[config.mk]
export PLATFORM = sky130hd
export DESIGN_NAME = binary_to_bcd_six_digs_flat
export DESIGN_NICKNAME = d
export VERILOG_FILES = /design/src/rtl/binary_to_bcd_six_digs_if.sv /design/src/rtl/binary_to_bcd_six_digs.sv /design/src/flat_wrapper.sv
export SDC_FILE = /design/constraint.sdc
export NUM_CORES = 1
export LEC_CHECK = 0
export ABC_CLOCK_PERIOD_IN_PS = 2100
export CAP_MARGIN = 40
export CORE_MARGIN = 2
export CORE_UTILIZATION = 50
export CTS_BUF_LIST = sky130_fd_sc_hd__clkbuf_2 sky130_fd_sc_hd__clkbuf_4 sky130_fd_sc_hd__clkbuf_8
export DETAILED_ROUTE_END_ITERATION = 8
export PLACE_DENSITY_LB_ADDON = 0.15
export RECOVER_POWER = 100
export SKIP_CTS_REPAIR_TIMING = 1
export SLEW_MARGIN = 20
export SYNTH_ARGS = -nofsm -noshare
export SYNTH_HDL_FRONTEND = slang
export SYNTH_SLANG_ARGS = --single-unit
export TNS_END_PERCENT = 20
[constraint.sdc]
create_clock -name clk -period 2.1 [get_ports clk]
set_input_delay 0.42 -clock clk [delete_from_list [all_inputs] [get_ports clk]]
set_output_delay 0.42 -clock clk [all_outputs]
set_load 0.02 [all_outputs]
[src/rtl/binary_to_bcd_six_digs_if.sv]
// rtl/binary_to_bcd_six_digs_if.sv - start/busy/done handshake and BCD result bundle
// master is the requester; slave is the converter.
interface binary_to_bcd_six_digs_if #(
  parameter int BIN_WIDTH = 20
);
  logic                 start;
  logic [BIN_WIDTH-1:0] binIn;
  logic                 busy;
  logic                 done;
  logic                 overflow;
  logic [0:23]          bcdOut;

  modport master (
    output start, binIn,
    input  busy, done, overflow, bcdOut
  );

  modport slave (
    input  start, binIn,
    output busy, done, overflow, bcdOut
  );
endinterface

[src/rtl/binary_to_bcd_six_digs.sv]
// rtl/binary_to_bcd_six_digs.sv - one-bit-per-clock double-dabble binary to six-digit BCD
// bcdOut digit i sits at bits [4i:4i+3], lowest index is the nibble MSB.
module binary_to_bcd_six_digs #(
  parameter int BIN_WIDTH = 20
) (
  input  logic                    clk,
  input  logic                    resetN,
  binary_to_bcd_six_digs_if.slave bus
);
  localparam int CW = 5;

  typedef enum logic [1:0] {IDLE, CONVERT, FINISH} state_t;

  state_t               state_q, state_d;
  logic [BIN_WIDTH-1:0] bin_q, bin_d;
  logic [23:0]          scratch_q, scratch_d;
  logic [CW-1:0]        cnt_q, cnt_d;
  logic                 ovf_latch_q, ovf_latch_d;
  logic [0:23]          bcd_q, bcd_d;
  logic                 ovf_q, ovf_d;
  logic                 done_q, done_d;
  logic [23:0]          adjusted;
  logic [31:0]          bin_ext;

  assign bin_ext = 32'(bus.binIn);

  always_comb begin
    adjusted = scratch_q;
    for (int i = 0; i < 6; i++) begin
      if (scratch_q[4*i +: 4] >= 4'd5)
        adjusted[4*i +: 4] = scratch_q[4*i +: 4] + 4'd3;
    end
  end

  always_comb begin
    state_d     = state_q;
    bin_d       = bin_q;
    scratch_d   = scratch_q;
    cnt_d       = cnt_q;
    ovf_latch_d = ovf_latch_q;
    bcd_d       = bcd_q;
    ovf_d       = ovf_q;
    done_d      = 1'b0;
    case (state_q)
      IDLE: begin
        if (bus.start) begin
          bin_d       = bus.binIn;
          scratch_d   = '0;
          cnt_d       = CW'(BIN_WIDTH);
          ovf_latch_d = (bin_ext > 32'd999999);
          state_d     = CONVERT;
        end
      end
      CONVERT: begin
        // Carry out of digit 5 drops; only reachable when the overflow latch is set.
        scratch_d = {adjusted[22:0], bin_q[BIN_WIDTH-1]};
        bin_d     = bin_q << 1;
        cnt_d     = cnt_q - CW'(1);
        if (cnt_q == CW'(1))
          state_d = FINISH;
      end
      FINISH: begin
        for (int i = 0; i < 6; i++)
          bcd_d[4*i +: 4] = ovf_latch_q ? 4'd9 : scratch_q[4*i +: 4];
        ovf_d   = ovf_latch_q;
        done_d  = 1'b1;
        state_d = IDLE;
      end
      default: state_d = IDLE;
    endcase
  end

  always_ff @(posedge clk or negedge resetN) begin
    if (!resetN) begin
      state_q     <= IDLE;
      bin_q       <= '0;
      scratch_q   <= '0;
      cnt_q       <= '0;
      ovf_latch_q <= 1'b0;
      bcd_q       <= '0;
      ovf_q       <= 1'b0;
      done_q      <= 1'b0;
    end else begin
      state_q     <= state_d;
      bin_q       <= bin_d;
      scratch_q   <= scratch_d;
      cnt_q       <= cnt_d;
      ovf_latch_q <= ovf_latch_d;
      bcd_q       <= bcd_d;
      ovf_q       <= ovf_d;
      done_q      <= done_d;
    end
  end

  assign bus.busy     = (state_q != IDLE);
  assign bus.done     = done_q;
  assign bus.overflow = ovf_q;
  assign bus.bcdOut   = bcd_q;
endmodule

[src/flat_wrapper.sv]
// flat-port wrapper written by rule: the top's interface ports become plain ports
module binary_to_bcd_six_digs_flat 
#(
  parameter int BIN_WIDTH = 20
)
  (clk, resetN, bus_start, bus_binIn, bus_busy, bus_done, bus_overflow, bus_bcdOut);
  binary_to_bcd_six_digs_if #(.BIN_WIDTH(BIN_WIDTH)) bus_i ();
  input  logic clk;
  input  logic resetN;
  input wire logic [$bits(bus_i.start)-1:0] bus_start;
  input wire logic [$bits(bus_i.binIn)-1:0] bus_binIn;
  output wire logic [$bits(bus_i.busy)-1:0] bus_busy;
  output wire logic [$bits(bus_i.done)-1:0] bus_done;
  output wire logic [$bits(bus_i.overflow)-1:0] bus_overflow;
  output wire logic [$bits(bus_i.bcdOut)-1:0] bus_bcdOut;
  assign bus_i.start = bus_start;
  assign bus_i.binIn = bus_binIn;
  assign bus_busy = bus_i.busy;
  assign bus_done = bus_i.done;
  assign bus_overflow = bus_i.overflow;
  assign bus_bcdOut = bus_i.bcdOut;
  binary_to_bcd_six_digs #(.BIN_WIDTH(BIN_WIDTH)) u_core (.clk(clk), .resetN(resetN), .bus(bus_i));
endmodule
==> metrics.txt <==
Root Buffer clkbuf_8; Worst-Margin Slew 1020 ps; post-synthesis sequential area ratio 0.544; Pwr Density 1580 mW/mm²; Crit Path Class flip-flop to primary output; DRT antenna net count 0; largest net degree at the start of global routing 41; synth top area cells dfrtp_1 54%, nor2_1 5.4%, ha_1 4.9%, o22ai_1 4.4%, o21ai_0 3.5%; initial antenna violation count 0; routed length per instance 13.8 µm; layout filler cell count 575; die area 0.00788 mm²; GR Overflow Total 0; Worst Setup Start Kind flip-flop; WL met2 3460 µm; post-synth cell types 36; Port-buffer cells 49; #FFs+latches synth 78; CTS buffer count 9; drt initial violations 145; GP Congestion 0.770; DR DRC count 0; core area 0.00687 mm²; fmax 502 MHz; met3 wire len 242 µm; number of global-route vias before repair 2,680; H-Tree Depth 3; yosys warns 0; multi-input combinational cell area 0.00145 mm²; vias post-DR 2,700; nets@finish 443; Layout area overhead 22.7%; Tcrit/Tclk final 0.949; Netlist Area Pre-Place 0.00359 mm²; Setup TNS 0 ps; die height 88.7 µm; crit path max fanout 5; status complete, no violations; first-pass GRT wire length 12,200 µm; setup violators final 0; Max clock buf depth 2; CTS tree done; Synth top area share 0.544; Post-Syn Area per Cell 10.1 µm²; # Max-Cap Violations 0; Min Hold Slack 239 ps; Period minus WS final 1990 ps; I/O pins 50; clock latency on the worst-skew pair 340 ps; Syn Nets 392; Final Hold Viols 0; n_diodes 0; cells after synthesis 355; crit path DAT 1570 ps; via/cell ratio 5.33; Worst Path Required 1680 ps; top sig layer met4; Max Transition Viols Final 0; Pleak 2.00 nW; Reg area 0.00195 mm²; RSZ-0062 raised after global routing false; share of cells above drive strength 1 0.0633; post-DP HPWL 4790 µm; crit path capture type primary output; Row Count 30; Routed met1 length 3210 µm; final WL 7010 µm; Starting Density 0.523; VDD IR max 0.706 mV; Fin Clk Skew 9.33 ps; area leader, netlist dfrtp_1; GRT Resource Usage Total 0.199; Hold Crit Class input port to async pin; worst rel slew slack 0.319; Worst-path clk slew 80 ps; DR pass1 iterations 6; Num Clock Sinks 78; die width 88.7 µm
## registers in the layout, indices dropped and copies added, names as in the netlist
| name | count |
|---|---|
| u_core.bin_q | 20 |
| u_core.ovf_latch_q | 1 |
| u_core.state_q | 2 |
| u_core.bus.overflow | 1 |
| u_core.bus.done | 1 |
| u_core.bus.bcdOut | 24 |
| u_core.cnt_q | 5 |
| u_core.scratch_q | 24 |
## stage by stage
stage / instance area [µm²] / power [W] / utilization / setup slack, ps / instances
floorplan: 3590 / 0.00477 / - / 625 / 355
detailed placement: 4220 / 0.00582 / 0.614 / 40.1 / 491
global placement: 4220 / 0.00571 / 0.614 / 75.1 / 491
CTS: 4460 / 0.00714 / 0.649 / 84.0 / 507
finish: 4410 / 0.00695 / 0.641 / 107 / 507
global route: 4410 / 0.00750 / 0.641 / 34.5 / 507
## synth_stat cells
cell and n:
buf_6 2, and3_1 1, and2_1 1, xor2_1 6
nand2_2 1, or2_2 1, nor4b_1 1, xnor2_1 6
nand4_1 1, a22o_1 6, ha_1 14, clkbuf_1 15
nor3_1 1, nor2_1 52, o21ai_0 25, nand2_1 29
o21ai_1 4, inv_1 16, dfrtp_1 78, nand3_1 5
buf_2 5, or3b_1 1, nor2b_1 1, o22ai_1 25
nand2b_1 14, and2_4 1, o41ai_2 1, buf_4 2
o31a_1 1, o32ai_1 5, or4_1 2, a32o_1 6
o31ai_1 12, mux2_2 1, a21oi_1 7, mux2i_1 6
## critical path, cell delays in order, from the launching register on
cell and delay [ps]:
dfrtp_1 410, or2_2 300, clkdlybuf4s50_1 540
## final timing paths
check / from / end / slack, ps / depth (start not counted)
worst min register to register: u_core.bin_q[19]$_DFFE_PN0P_ / u_core.scratch_q[0]$_DFFE_PN0P_ / 470 / 2
min in group clk: u_core.bin_q[19]$_DFFE_PN0P_ / u_core.scratch_q[0]$_DFFE_PN0P_ / 470 / 2
worst min-delay path: resetN / u_core.bus.bcdOut[23]$_DFFE_PN0P_ / 240 / 1
max in group asynchronous: resetN / u_core.bus.bcdOut[4]$_DFFE_PN0P_ / 720 / 2
worst max register to register: u_core.state_q[0]$_DFFE_PN0P_ / u_core.scratch_q[23]$_DFFE_PN0P_ / 320 / 4
worst max-delay path: u_core.state_q[0]$_DFFE_PN0P_ / bus_busy / 110 / 2
## cells by family after synthesis
kind of cell | Yosys count | synth area share
simple gates | 112 | 0.139
compound gates | 92 | 0.169
flops | 78 | 0.544
buf+inv | 40 | 0.0498
fa+ha+maj | 14 | 0.0488
xor+xnor | 12 | 0.0293
mux | 7 | 0.0199
## where the power goes
part	internal (W)	switching (W)
Combinational	0.00139	0.00164
Sequential	0.00216	0.000443
Clock	0.000779	0.000524
Total	0.00434	0.00261
## layout by cell type, fill, tap and decap left out, drive strengths merged, types with 6 or more instances in the layout
| master | instances |
|---|---|
| o21ai | 29 |
| a21oi | 7 |
| ha | 14 |
| nand2 | 30 |
| o31ai | 12 |
| o22ai | 25 |
| clkbuf | 24 |
| xnor2 | 6 |
| dfrtp | 78 |
| a32o | 6 |
| nand2b | 14 |
| clkdlybuf4s50 | 21 |
| dlygate4sd3 | 27 |
| inv | 16 |
| xor2 | 6 |
| mux2i | 6 |
| nor2 | 52 |
| a22o | 6 |
## routing by layer
layer | GRT usage | up-vias
met5 | 0 | -
met4 | 0.0702 | 0
met3 | 0.0336 | 9
met2 | 0.340 | 58
met1 | 0.257 | 1291
li1 | - | 1342
## cell type report
cell class | instances | share of cell area
multi-input combinational | 237 | 0.329
inverter | 16 | 0.0136
timing repair buffer | 64 | 0.133
sequential | 78 | 0.443
tap | 96 | 0.0273
clock buffer | 13 | 0.0392
clock inverter | 3 | 0.0148
Note: power is estimated with default switching activity, not from simulation.
